### config.mk
export PLATFORM = sky130hd
export DESIGN_NAME = window_fetch_ctrl
export DESIGN_NICKNAME = d
export VERILOG_FILES = /design/src/rtl/window_fetch_ctrl.sv
export SDC_FILE = /design/constraint.sdc
export NUM_CORES = 1
export LEC_CHECK = 0
export ABC_AREA = 0
export BUFFER_PORTS_ARGS = -buffer_cell sky130_fd_sc_hd__clkbuf_2
export CAP_MARGIN = 20
export CORE_MARGIN = 2
export CORE_UTILIZATION = 55
export CTS_CLUSTER_DIAMETER = 40
export CTS_CLUSTER_SIZE = 8
export DETAILED_ROUTE_END_ITERATION = 16
export PLACE_DENSITY = 0.77
export SLEW_MARGIN = 40
export SYNTH_ARGS = -nofsm -noshare
export SYNTH_HDL_FRONTEND = slang
export SYNTH_SLANG_ARGS = --single-unit
### constraint.sdc
create_clock -name clk -period 4.55 [get_ports clk]
set_clock_uncertainty 0.15 [all_clocks]
set_input_delay 0.6825 -clock clk [delete_from_list [all_inputs] [get_ports clk]]
set_output_delay 0.6825 -clock clk [all_outputs]
set_load 0.02 [all_outputs]
### src/rtl/window_fetch_ctrl.sv
// Walks every 3x3 window anchor of a row-major image in raster order, issuing nine
// BRAM reads per window and presenting the gathered pixels on a valid/ready handshake.
module window_fetch_ctrl #(
  parameter int IMG_W  = 50,
  parameter int IMG_H  = 50,
  parameter int ADDR_W = 14,
  parameter int PIX_W  = 8,
  parameter int RD_LAT = 1
) (
  input  logic                 clk,
  input  logic                 rst,
  input  logic                 start,
  output logic                 mem_rd_en,
  output logic [ADDR_W-1:0]    mem_addr,
  input  logic [PIX_W-1:0]     mem_rdata,
  output logic [9*PIX_W-1:0]   win_data,
  output logic                 win_valid,
  input  logic                 win_ready,
  output logic [5:0]           win_row,
  output logic [5:0]           win_col,
  output logic                 busy,
  output logic                 done
);

  localparam int DW = (RD_LAT > 1) ? $clog2(RD_LAT) : 1;

  typedef enum logic [2:0] {S_IDLE, S_FETCH, S_DRAIN, S_PRESENT, S_DONE} state_t;

  state_t              state, state_n;
  logic [3:0]          fcnt, fcnt_n;
  logic [DW-1:0]       dcnt, dcnt_n;
  logic [ADDR_W-1:0]   base, base_n;
  logic [5:0]          row_n, col_n;
  logic                rd_en_n, valid_n;
  logic [ADDR_W-1:0]   addr_n;
  logic                last;
  logic                pipe_v [RD_LAT];
  logic [3:0]          pipe_s [RD_LAT];

  function automatic logic [ADDR_W-1:0] offset(input logic [3:0] k);
    case (k)
      4'd0:    offset = '0;
      4'd1:    offset = ADDR_W'(1);
      4'd2:    offset = ADDR_W'(2);
      4'd3:    offset = ADDR_W'(IMG_W);
      4'd4:    offset = ADDR_W'(IMG_W + 1);
      4'd5:    offset = ADDR_W'(IMG_W + 2);
      4'd6:    offset = ADDR_W'(2 * IMG_W);
      4'd7:    offset = ADDR_W'(2 * IMG_W + 1);
      4'd8:    offset = ADDR_W'(2 * IMG_W + 2);
      default: offset = '0;
    endcase
  endfunction

  assign last = (win_row == 6'(IMG_H - 3)) && (win_col == 6'(IMG_W - 3));

  // Registered outputs are loaded from their next-cycle values so that the read
  // strobe and address line up with the state they belong to.
  always_comb begin
    state_n = state;
    fcnt_n  = fcnt;
    dcnt_n  = dcnt;
    base_n  = base;
    row_n   = win_row;
    col_n   = win_col;
    rd_en_n = 1'b0;
    addr_n  = '0;
    valid_n = 1'b0;
    case (state)
      S_IDLE: begin
        if (start) begin
          state_n = S_FETCH;
          fcnt_n  = '0;
          base_n  = '0;
          row_n   = '0;
          col_n   = '0;
          rd_en_n = 1'b1;
        end
      end
      S_FETCH: begin
        if (fcnt == 4'd8) begin
          state_n = S_DRAIN;
          dcnt_n  = '0;
        end else begin
          fcnt_n  = fcnt + 4'd1;
          rd_en_n = 1'b1;
          addr_n  = base + offset(fcnt + 4'd1);
        end
      end
      S_DRAIN: begin
        if (dcnt == DW'(RD_LAT - 1)) begin
          state_n = S_PRESENT;
          valid_n = 1'b1;
        end else begin
          dcnt_n = dcnt + DW'(1);
        end
      end
      S_PRESENT: begin
        valid_n = 1'b1;
        if (win_ready) begin
          valid_n = 1'b0;
          if (last) begin
            state_n = S_DONE;
          end else begin
            if (win_col < 6'(IMG_W - 3)) begin
              col_n  = win_col + 6'd1;
              base_n = base + ADDR_W'(1);
            end else begin
              col_n  = '0;
              row_n  = win_row + 6'd1;
              base_n = base + ADDR_W'(3);
            end
            state_n = S_FETCH;
            fcnt_n  = '0;
            rd_en_n = 1'b1;
            addr_n  = base_n;
          end
        end
      end
      S_DONE: begin
        state_n = S_IDLE;
        base_n  = '0;
        row_n   = '0;
        col_n   = '0;
      end
      default: state_n = S_IDLE;
    endcase
  end

  always_ff @(posedge clk or posedge rst) begin
    if (rst) begin
      state     <= S_IDLE;
      fcnt      <= '0;
      dcnt      <= '0;
      base      <= '0;
      win_row   <= '0;
      win_col   <= '0;
      mem_rd_en <= 1'b0;
      mem_addr  <= '0;
      win_valid <= 1'b0;
      win_data  <= '0;
      busy      <= 1'b0;
      done      <= 1'b0;
      for (int unsigned i = 0; i < RD_LAT; i++) begin
        pipe_v[i] <= 1'b0;
        pipe_s[i] <= '0;
      end
    end else begin
      state     <= state_n;
      fcnt      <= fcnt_n;
      dcnt      <= dcnt_n;
      base      <= base_n;
      win_row   <= row_n;
      win_col   <= col_n;
      mem_rd_en <= rd_en_n;
      mem_addr  <= addr_n;
      win_valid <= valid_n;
      busy      <= (state_n != S_IDLE);
      done      <= (state_n == S_DONE);
      // Slot tag travels with each read so the returned pixel lands in its slot.
      pipe_v[0] <= mem_rd_en;
      pipe_s[0] <= fcnt;
      for (int unsigned i = 1; i < RD_LAT; i++) begin
        pipe_v[i] <= pipe_v[i-1];
        pipe_s[i] <= pipe_s[i-1];
      end
      if (pipe_v[RD_LAT-1])
        win_data[pipe_s[RD_LAT-1]*PIX_W +: PIX_W] <= mem_rdata;
    end
  end

endmodule
* Yosys cells after proc, flatten, opt, wreduce, memory -nomap -nowiden
Memories as Yosys holds them, arrays and structs flattened. Index checks and enable logic that the tools add are counted.
Storage, ports and cells: ROM bits 96, latch bits 0, memory bits (writable) 0, output and inout port bits 102, memories kept 1, input bits 12, word-level logic and storage cells 93, register bits 129
Cells by class: div/mod/pow operators 0, mux-type cells 43, reduce and logical (&&, ||, !) cells 10, eq/ne operators 14, shift operators 2, bitwise logic cells 0, add/subtract/negate cells 8, magnitude comparators 1, multiply operators 0
Memories:
- (no name shown) | words 16, width 6, rd ports 1, clocked after Yosys merged registers in 0, wr ports 0, RTL line 41 | case (k)
Operator list (number):
- $mux W14 | 9
- $bwmux W72 | 1
- $shift A8 B34 Y72 const A | 1
- $shiftx A8 B34 Y72 | 1
- $mux W6 | 7
- $pmux W14 S3 | 1
- $pmux W6 S3 | 2
- $neg A7 Y34 | 1
- $pmux W14 S2 | 1
- $mux W4 | 4
- $mux W3 | 5
- $add A14 B1 Y14 const B | 1
- $add A14 B14 Y14 | 1
- $add A14 B2 Y14 const B | 1
- $add A6 B1 Y6 const B | 2
- $eq A6 B6 Y1 const B | 2
- $ne A2 B2 Y1 const B | 6
- $pmux W3 S4 | 1
- $pmux W4 S3 | 1
- $reduce_and A5 Y1 | 2
- $reduce_bool A3 Y1 | 3
- $mux W1 | 8
- $eq A3 B2 Y1 const B | 2
- $eq A3 B3 Y1 const B | 2
- 12 further kinds | 13

* Longest topological paths before layout
Gate-level depths: netlist (run 1). An unclocked memory read counts as a cell.
depth in word-level cells 7, gate-level depth with buffers 14, depth with buffers taken out 13

* Worst setup path before layout (run 1)
OpenSTA, ideal clock, no wires.
kind flip-flop to flip-flop, start point register fcnt[0], end point register mem_addr[12], path buffers 1, data arrival time 2801 ps, setup slack 1465 ps, cell stages (with the launch flop) 15, required time 4267 ps, cell sequence dfrtp_1 -> ha_1 -> inv_1 -> ha_1 -> clkbuf_1 -> inv_1 -> nor2_1 -> nor3_1 -> ha_1 -> fa_1 -> a21oi_1 -> o21ai_0 -> a21o_1 -> a31oi_1 -> o211ai_1
Between the ends: longest elaborated chain between the ends 7
Ends and longest elaborated chain:
- from (decl) | RTL line 30 | logic [3:0] fcnt, fcnt_n;
- from (signal assigned) | RTL line 150 | fcnt <= fcnt_n;
- $add A4 B1 Y4 | RTL line 87 | addr_n = base + offset(fcnt + 4'd1);
- $mem_v2 Z16 W6
- $mux W14 | RTL line 81 | if (fcnt == 4'd8) begin
- $mux W14 | RTL line 69 | case (state)
- $add A14 B14 Y14 | RTL line 87
- $mux W14 * | RTL line 81
- $pmux W14 S2 * | RTL line 69
- net addr_n[12] | RTL line 35 | logic [ADDR_W-1:0] addr_n;
- to (signal assigned) | RTL line 156 | mem_addr <= addr_n;
- to (decl) | RTL line 14 | output logic [ADDR_W-1:0] mem_addr,
Mark *: on every way through the listed nets, which the timed path passes. The rest lies on a longest branch. The select of a mux whose other input is x is not followed. A chain may end at the register's enable or synchronous reset.

* Worst setup path after layout (run 1)
Ends and elaborated chain as after synthesis.

==> results.yml, run 1 <==
route:
  postRouteAntennaNets: 0
  via_per_inst: 5.86
  drt_pass1_iterations: 6
  routedWlPerCell_um: 17.4
  post-route-drc-count: 0
  num_vias: 5141
  wirelength_um: 15300
  drt_iter0_drc: 392
power_and_ir_drop:
  switchingPower_w: 0.00216
  p_int_w: 0.00310
  vdd_drop_max_uv: 423
  seqPwrFrac_pct: 33.7
  combPwrFrac_pct: 40.3
  p_sw_share_pct: 41.1
  p_per_area_nw_per_um2: 716
  p_leak_nw: 3.60
  clkPwrFrac_pct: 25.9
place:
  hpwl_um: 10300
  postPlaceCellArea_um2: 6750
  dp_cells: 846
  gp_congestion: 0.895
  place.port_buffers: 113
yosys:
  synthFlopType: "dfrtp_1"
  ys_async_sr_fraction_pct: 100
  synth_area_leaders: "dfrtp_1 52%, nand2_1 7.1%, o21ai_0 5.7%"
  synth_xor_area_share_pct: 1.72
  synth_top_area_share_pct: 52.5
  yosys.area_share.simple_pct: 17.4
  yosysSeqAreaShare_pct: 52.5
  syn_nets: 656
  synth.avg_cell_area_um2: 9.83
  ys_ff_latch: 128
  synth_compound_area_share_pct: 17.5
  synth_top_family_by_area: "compound AO/OA/AOI/OAI gates"
  synthMuxAreaShare_pct: 2.54
  synthAdderAreaFrac_pct: 4.96
  yosys.area.top_type: "dfrtp_1"
  synth_area_um2: 6100
  yosys_warnings: 0
  yosys.cell_types.count: 56
  synth_edf_count: 0
  syn_inst: 621
setup_path:
  reg2reg_depth: 12
  crit_type: "flop to flop"
  startpoint_type: "flop"
  crit_path_max_incr_delay_ns: 0.44
  crit_cells: 12
  critPathSlowestCell: "dfrtp_1"
  path_buf_inv: 1
  crit_path_max_fanout: 9
  critPathArrivalTime_ns: 3.66
  cp.required_ns: 4.80
  cp_common_cell: "ha_1"
  path_delay_family: "adder cells"
  cp-end-kind: "flop"
  cp_cell_sequence: "ha_1, inv_1, ha_1, nor3_1, nor3_1, ha_1, fa_1, a21oi_1, o21ai_0, a21o_1, a31oi_1, o211ai_1"
grt:
  grt_pass1_wl_um: 24400
  gr-total-overflow: 0
  grt_pass1_vias: 4913
  grtUsageTotal_pct: 26.7
  grt_antenna_before_repair: 0
  grt_max_degree: 74
finish:
  diodes: 0
  area_growth_pct: 20.3
  layout.nets: 760
  drive_gt1_share_pct: 22.9
  final_util_pct: 67.7
  layout.cells.non_filler: 878
  design_area_um2: 7340
  fillers: 826
cts:
  cts_sinks: 128
  clk_pin_slew_ns: 0.06
  clk_latency_ns: 0.54
  cts_resized: 0
  clockBufferDepth: 2
  cts_tree: "built"
  cts-hold-fix-buffers: 0
  cts_root_buf: "clkbuf_8"
  post_cts_buffers: 0
  numCtsBuffers: 17
  htree_num_levels: 4
floorplanning:
  die_w_um: 109
  fp.dieH_um: 109
  core_area_um2: 10800
  ios: 114
  rows: 38
  start_util_pct: 56.3
  die-area_um2: 12000
outcome:
  status: "completed"
sta:
  fin_crit_ns: 3.41
  relSlewSlack_pct: 52.5
  finalSetupTns_ns: 0
  rsz0062_at_grt: "false"
  min_period_over_period_pct: 74.9
  whs_ns: 0.102
  final-setup-viol-count: 0
  slew_violations: 0
  hold_viol_final: 0
  fmax_mhz: 293
  worst_pin_slew_ns: 0.694
min_path:
  hold_class: "input port to async pin"
run:
  cap_violations: 0
==> cells by family (layout without fill, tap and decap cells) <==
kind of cell               Yosys count  in the layout
xor gates and xnor gates            12             12
and+or+nand+nor                    224            224
adders and majority gates           23             23
muxes                               14             14
DFF                                128            128
buffers and inverters               49            166
AOI/OAI and AO/OA                  171            171
==> registers in the layout, summed over array words and instances (netlist names) <==
register	flops
base	14
busy	1
done	1
fcnt	4
mem_addr	14
mem_rd_en	1
pipe_s	4
pipe_v	1
state	3
win_col	6
win_data	72
win_row	6
win_valid	1
==> metal layers <==
layer	global-route usage (%)	up-vias	wire length (um)
met5	0	-	0
met4	11.5	0	378
met3	6.82	33	1090
met2	43.7	219	7450
met1	33.9	2483	6380
li1	-	2406	-
==> Yosys cell counts (5+ instances only) <==
cell / n
xnor2_1: 7
o31ai_1: 8
buf_2: 6
a21oi_1: 20
nand3_1: 20
and2_1: 8
inv_1: 17
o21ai_1: 8
a22o_1: 19
xor2_1: 5
nand2_1: 115
and3_1: 6
clkbuf_1: 24
a21o_1: 5
nor3_1: 8
ha_1: 21
o22ai_1: 5
mux2_2: 11
o211ai_1: 5
a31oi_1: 13
nor2_1: 36
dfrtp_1: 128
o21ai_0: 70
o21a_1: 5
==> worst reg2reg max path: stages (launching register included) <==
cell,delay (ns)
dfrtp_1,0.44
ha_1,0.19
inv_1,0.04
ha_1,0.38
nor3_1,0.25
nor3_1,0.08
ha_1,0.24
fa_1,0.41
a21oi_1,0.26
o21ai_0,0.20
a21o_1,0.24
a31oi_1,0.25
o211ai_1,0.15
==> power by group through the flow <==
stage	Clock [W]	Combinational (W)	Sequential, W
floorplan	0	0.00113	0.00208
global placement	0	0.00202	0.00175
detailed placement	0	0.00209	0.00178
CTS	0.00138	0.00212	0.00177
global route	0.00143	0.00233	0.00181
finish	0.00136	0.00212	0.00177
==> final timing paths <==
kind	endpoint	start	slack, ns
setup / recovery	mem_addr[12]	fcnt[0]	1.14
hold / removal	win_data[7]	rst	0.10
setup reg to reg	mem_addr[12]	fcnt[0]	1.14
hold reg to reg	pipe_v	mem_rd_en	0.22
max in group asynchronous	win_data[61]	rst	3.30
min in group clk	pipe_v	mem_rd_en	0.22
==> cells in the final DEF, fill, tap and decap left out, types with 7 or more instances in the layout <==
cell,netlist,routed
a31oi_1,13,13
nor3_1,8,7
nand3_1,20,20
ha_1,21,21
clkbuf_16,0,16
and2_1,8,8
a22o_1,19,19
o31ai_1,8,8
inv_1,17,16
o21ai_0,70,70
nand2_1,115,115
o21ai_1,8,8
xnor2_1,7,7
a21oi_1,20,20
mux2_2,11,11
dfrtp_1,128,128
clkbuf_2,0,113
nor2_1,36,36
==> layout make-up <==
class,count,area [um^2],area share [%]
tap,140,175,2.39
sequential,128,3200,43.6
timing repair buffer,117,596,8.11
clock buffer,21,459,6.25
clock inverter,11,136,1.86
inverter,17,68.8,0.937
multi-input combinational,444,2710,36.8
==> through the flow <==
| step | worst slack (ns) | power [W] |
|---|---|---|
| global placement | 1.41 | 0.00377 |
| finish | 1.14 | 0.00526 |
| detailed placement | 1.20 | 0.00387 |
| floorplan | 0.305 | 0.00321 |
| global route | 0.915 | 0.00558 |
| CTS | 1.18 | 0.00526 |
Power figures use the tool's default switching activity.
==> run 2: changes to the inputs <==
- CORE_UTILIZATION: 55 -> 50
- PLACE_DENSITY: 0.77 -> 0.74
- clock period: 4.55 -> 3.02 ns (I/O delays scaled with it)
==> run 2 against run 1 <==
  * Clock power grew 60%
  * Fmax is 20% higher
  * Non-clock buffer count grew 13
  * Count of clock-buffer cells in the layout decreased by 2
  * Flip-flop and latch count unchanged
  * Register-to-register slack got worse by 0.95 ns
  * Total power grew 56%
  * Core utilization decreased by 4.3 points
  * Critical path depth unchanged
  * Wire length fell by 2.6%
==> results.yml, run 2 (synthesis gave the netlist of run 1 again) <==
cts:
  clockBufferDepth: 2
  cts_sinks: 128
  numCtsBuffers: 17
  htree_num_levels: 4
  clk_pin_slew_ns: 0.06
  cts_tree: "built"
  clk_latency_ns: 0.43
  cts_root_buf: "clkbuf_16"
sta:
  min_period_over_period_pct: 93.8
  rsz0062_at_grt: "false"
  final-setup-viol-count: 0
  fin_crit_ns: 2.83
  worst_pin_slew_ns: 0.626
  finalSetupTns_ns: 0
  fmax_mhz: 353
  slew_violations: 0
  relSlewSlack_pct: 57.8
  whs_ns: 0.162
  hold_viol_final: 0
floorplanning:
  ios: 114
  rows: 40
  fp.dieH_um: 114
  core_area_um2: 12000
  die-area_um2: 13100
  start_util_pct: 51.0
  die_w_um: 114
grt:
  grt_pass1_vias: 4848
  gr-total-overflow: 0
  grt_antenna_before_repair: 0
  grt_pass1_wl_um: 24100
  grtUsageTotal_pct: 23.7
  grt_max_degree: 47
finish:
  layout.nets: 773
  area_growth_pct: 24.3
  regArea_um2: 3200
  mostFrequentLayoutCells: "128 x dfrtp_1, 115 x nand2_1, 113 x clkbuf_2"
  fillers: 992
  final_util_pct: 63.4
  design_area_um2: 7590
  largest_reg_flops: 72
  multiInputGateArea_um2: 2800
  drive_gt1_share_pct: 26.0
  final_common_cell: "dfrtp_1"
  top_regs: "win_data: 72 flops, base: 14 flops, mem_addr: 14 flops"
  regMostFlops: "win_data"
  diodes: 0
place:
  gp_congestion: 0.899
  place.port_buffers: 113
  hpwl_um: 10400
  postPlaceCellArea_um2: 6840
setup_path:
  r2r_start: "fcnt[1]"
  cp_cell_sequence: "ha_1, inv_1, ha_4, nor3_1, nor3_1, ha_2, fa_2, a21oi_2, o21ai_1, a21o_1, a21o_1, a32oi_1"
  crit_type: "flop to flop"
  critPathSlowestCell: "dfrtp_1"
  startpoint_type: "flop"
  path_buf_inv: 1
  cp-end-kind: "flop"
  path_delay_family: "adder cells"
  critPathArrivalTime_ns: 3.02
  cp.required_ns: 3.21
  crit_path_max_incr_delay_ns: 0.39
  reg2reg_depth: 12
  r2r_end: "mem_addr[8]"
  crit_path_max_fanout: 5
  r2r_slack_ns: 0.19
power_and_ir_drop:
  vdd_drop_max_uv: 460
  switchingPower_w: 0.00329
  combPwrFrac_pct: 41.2
  clkPwrFrac_pct: 26.5
  p_int_w: 0.00489
  p_total_w: 0.00818
  p_leak_nw: 3.67
  p_per_area_nw_per_um2: 1080
  seqPwrFrac_pct: 32.3
  p_sw_share_pct: 40.2
route:
  routedWlPerCell_um: 16.6
  wirelength_um: 14900
  drt_iter0_drc: 432
  post-route-drc-count: 0
  drt_pass1_iterations: 5
  postRouteAntennaNets: 0
  via_per_inst: 5.71
  num_vias: 5131
min_path:
  min_to: "busy"
  min_path_cells: 3
  hold_class: "input port to flop"
  min_from: "start"
outcome:
  status: "completed"
run:
  cap_violations: 0
==> run 2: cell count changes in the layout (fill, tap and decap cells not counted), sizes merged <==
cell / change
buf: +12
bufinv: +1
clkbuf: -2
clkinv: -3
clkinvlp: +3
dlygate4sd3: +1
inv: +1
==> run 2: what timing repair did <==
action | in CTS | in global routing
hold buffers | 1 | 0
cloned | 0 | 0
setup buffers | 0 | 1
resized for setup | 2 | 16
setup endpoints to repair | 5 | 7
endpoints found under the hold margin | 4 | 0
pin swaps | 0 | 5
==> run 2: per-layer routing <==
| metal | up-vias | global-route usage (%) | part of all wire (%) |
|---|---|---|---|
| met5 | - | 0 | 0 |
| met3 | 25 | 5.35 | 5.8 |
| met4 | 0 | 9.35 | 1.9 |
| met2 | 172 | 39.5 | 49 |
| met1 | 2502 | 30.1 | 43 |
| li1 | 2432 | - | - |
==> run 2: cell type report <==
cell class | instances | area share, %
tap | 147 | 2.42
timing repair buffer | 130 | 9.34
clock inverter | 13 | 2.42
sequential | 128 | 42.2
inverter | 17 | 0.891
clock buffer | 19 | 5.84
multi-input combinational | 444 | 36.9
==> run 2: worst max-delay path by stage <==
stage | end | slack (ns) | from | depth (start not counted)
3_5_place_dp | mem_addr[12] | -0.01 | fcnt[0] | 12
2_1_floorplan | mem_addr[12] | 0.007 | fcnt[0] | 13
3_3_place_gp | mem_addr[12] | 0.08 | fcnt[0] | 12
6_report | mem_addr[8] | 0.19 | fcnt[1] | 12
4_1_cts | mem_addr[12] | 0.02 | fcnt[0] | 12
5_1_grt | mem_addr[10] | 0.03 | fcnt[0] | 14
==> run 2: power groups by stage <==
stage | Combinational, W | Sequential [W] | Clock [W]
final | 0.00337 | 0.00264 | 0.00217
after global routing | 0.00370 | 0.00271 | 0.00229
after CTS | 0.00329 | 0.00264 | 0.00220
after detailed placement | 0.00324 | 0.00267 | 0
after global placement | 0.00318 | 0.00263 | 0
after floorplan | 0.00171 | 0.00313 | 0
==> run 2: worst reg2reg max path, delay by kind of cell (launching register included) <==
| family | cells | cell delay [ns] |
|---|---|---|
| AO/OA/AOI/OAI | 5 | 0.91 |
| adder cells (fa/ha/maj) | 4 | 0.95 |
| buffers and inverters | 1 | 0.09 |
| flip-flops | 1 | 0.39 |
| AND/OR/NAND/NOR | 2 | 0.27 |
==> run 2: through the flow <==
stage	setup slack (ns)	std cells
2_1_floorplan	0.00702	621
3_3_place_gp	0.0828	864
3_5_place_dp	-0.00994	864
4_1_cts	0.0167	897
5_1_grt	0.0309	898
6_report	0.186	898
==> run 3: changes to the inputs <==
--- a/config.mk
+++ b/config.mk
@@ -10,9 +10,9 @@
 export CAP_MARGIN = 20
 export CORE_MARGIN = 2
-export CORE_UTILIZATION = 50
+export CORE_UTILIZATION = 45
 export CTS_CLUSTER_DIAMETER = 40
 export CTS_CLUSTER_SIZE = 8
 export DETAILED_ROUTE_END_ITERATION = 16
-export PLACE_DENSITY = 0.74
+export PLACE_DENSITY = 0.67
 export SLEW_MARGIN = 40
 export SYNTH_ARGS = -nofsm -noshare
==> constraint.sdc (replaced) <==
create_clock -name clk -period 2.4 [get_ports clk]
set_clock_uncertainty 0.15 [all_clocks]
set_input_delay 0.36 -clock clk [delete_from_list [all_inputs] [get_ports clk]]
set_output_delay 0.36 -clock clk [all_outputs]
set_load 0.01 [all_outputs]
==> run 3 against run 2 <==
  * The run now ends with setup timing left
  * First-iteration DRC count shrank 26%
  * Clock power grew 17%
  * Critical path type unchanged
  * Die area grew 11%
  * Flip-flop and latch count is the same
  * Worst hold slack lost 0.068 ns
  * Sequential share of layout area shrank 2.9 points
  * Register-to-register slack lost 0.50 ns
  * Wire length grew 6.9%
  * Highest routed layer unchanged
==> results.yml, run 3 (synthesis gave the netlist of run 1 again) <==
cts:
  cts_root_buf: "clkbuf_16"
  clk_pin_slew_ns: 0.06
  htree_num_levels: 4
  cts_sinks: 128
  clk_latency_ns: 0.42
  clockBufferDepth: 2
  cts_tree: "built"
  numCtsBuffers: 17
setup_path:
  crit_type: "flop to flop"
  crit_path_max_fanout: 8
  cp-end-kind: "flop"
  cp.required_ns: 2.59
  startpoint_type: "flop"
  path_delay_family: "compound AO/OA/AOI/OAI gates"
  path_buf_inv: 2
  cp_cell_sequence: "ha_2, inv_2, ha_4, inv_2, o21ai_0, nand2_1, ha_1, a21oi_1, o21ai_2, a21o_1, a21o_1, a32oi_1"
  critPathArrivalTime_ns: 2.90
  crit_path_max_incr_delay_ns: 0.37
  critPathSlowestCell: "dfrtp_1"
grt:
  grt_pass1_wl_um: 25800
  grt_pass1_vias: 5290
  gr-total-overflow: 0
  grt_antenna_before_repair: 0
  grt_max_degree: 100
  grtUsageTotal_pct: 22.5
outcome:
  status: "complete, but fails checks"
  violations: "setup timing"
route:
  routedWlPerCell_um: 16.2
  post-route-drc-count: 0
  num_vias: 5368
  postRouteAntennaNets: 0
  drt_pass1_iterations: 5
  wirelength_um: 15900
  via_per_inst: 5.47
  drt_iter0_drc: 320
finish:
  final_util_pct: 61.5
  layout.nets: 827
  area_growth_pct: 33.5
  regMostFlops: "win_data"
  layout.cells.non_filler: 981
  mostFrequentLayoutCells: "128 x dfrtp_1, 114 x nand2_1, 113 x clkbuf_2"
  final_common_cell: "dfrtp_1"
  fillers: 1163
  design_area_um2: 8150
  diodes: 0
  top_regs: "win_data: 72 flops, base: 14 flops, mem_addr: 14 flops"
  largest_reg_flops: 72
  drive_gt1_share_pct: 33.5
place:
  hpwl_um: 11300
  dp_cells: 944
  postPlaceCellArea_um2: 7320
  gp_congestion: 0.917
  place.port_buffers: 113
floorplanning:
  core_area_um2: 13200
  die-area_um2: 14500
  fp.dieH_um: 120
  rows: 42
  die_w_um: 120
  start_util_pct: 46.1
  ios: 114
sta:
  min_period_over_period_pct: 113
  hold_viol_final: 0
  whs_ns: 0.0933
  worst_pin_slew_ns: 0.569
  relSlewSlack_pct: 61.8
  finalSetupTns_ns: -2.56
  fin_ws_ns: -0.311
  slew_violations: 0
  final-setup-viol-count: 12
  fmax_mhz: 369
  rsz0062_at_grt: "true"
  fin_crit_ns: 2.71
power_and_ir_drop:
  p_per_area_nw_per_um2: 1270
  vdd_drop_max_uv: 545
  p_leak_nw: 3.95
min_path:
  hold_class: "input port to flop"
run:
  cap_violations: 0
==> run 3: changes by cell type in the layout (fill, tap and decap cells not counted), sizes merged <==
cell	before	now
buf	16	70
bufinv	4	2
clkinvlp	4	6
clkinv	4	5
inv	18	17
==> run 3: worst paths after layout <==
check | startpoint | end | slack, ns | cells past startpoint
worst max-delay path | fcnt[0] | mem_addr[8] | -0.31 | 12
worst min-delay path | start | busy | 0.09 | 3
worst max register to register | fcnt[0] | mem_addr[8] | -0.31 | 12
worst min register to register | mem_rd_en | pipe_v | 0.21 | 0
max in group asynchronous | rst | win_data[2] | 1.20 | 4
min in group asynchronous | rst | state[2] | 0.47 | 4
==> run 3: final cells by class <==
| cell class | instances | area (um^2) | area share [%] |
|---|---|---|---|
| inverters | 17 | 67.6 | 0.829 |
| clock inverters | 13 | 139 | 1.70 |
| well taps | 176 | 220 | 2.70 |
| flip-flops and latches | 128 | 3200 | 39.3 |
| clock buffers | 19 | 443 | 5.44 |
| repair buffers | 184 | 1150 | 14.1 |
| multi-input cells | 444 | 2920 | 35.9 |
==> run 3: routing by layer <==
metal / vias up / track usage, % / part of all wire (%)
li1: 2542 / - / -
met1: 2618 / 27.7 / 43
met2: 182 / 38.4 / 50
met3: 26 / 4.10 / 4.5
met4: 0 / 10.0 / 2.3
met5: - / 0 / 0
==> run 3: stage by stage <==
| stage | total power, W | setup slack [ns] |
|---|---|---|
| 6_report | 0.0104 | -0.311 |
| 5_1_grt | 0.0111 | -0.427 |
| 4_1_cts | 0.0104 | -0.280 |
| 3_5_place_dp | 0.00755 | -0.490 |
| 3_3_place_gp | 0.00740 | -0.334 |
| 2_1_floorplan | 0.00571 | -0.374 |
==> run 3: repair_timing <==
| item | in CTS | in global routing |
|---|---|---|
| pin swaps | 8 | 5 |
| hold buffers | 1 | 0 |
| gates resized for setup | 28 | 13 |
| endpoints found under the setup margin | 14 | 43 |
| endpoints found under the hold margin | 128 | 0 |
| cloned | 0 | 0 |
| buffers inserted | 3 | 2 |
==> run 3: worst reg2reg max path, cell delays in order (launching register included) <==
cell	delay, ns
dfrtp_1	0.37
ha_2	0.18
inv_2	0.04
ha_4	0.31
inv_2	0.05
o21ai_0	0.20
nand2_1	0.13
ha_1	0.32
a21oi_1	0.23
o21ai_2	0.09
a21o_1	0.20
a21o_1	0.16
a32oi_1	0.19
==> run 3: report_power, final <==
group | switching [W] | internal (W) | leakage, nW
clock | 0.000973 | 0.00155 | 0.271
sequential | 0.000462 | 0.00284 | 1.66
combinational | 0.00252 | 0.00204 | 2.01
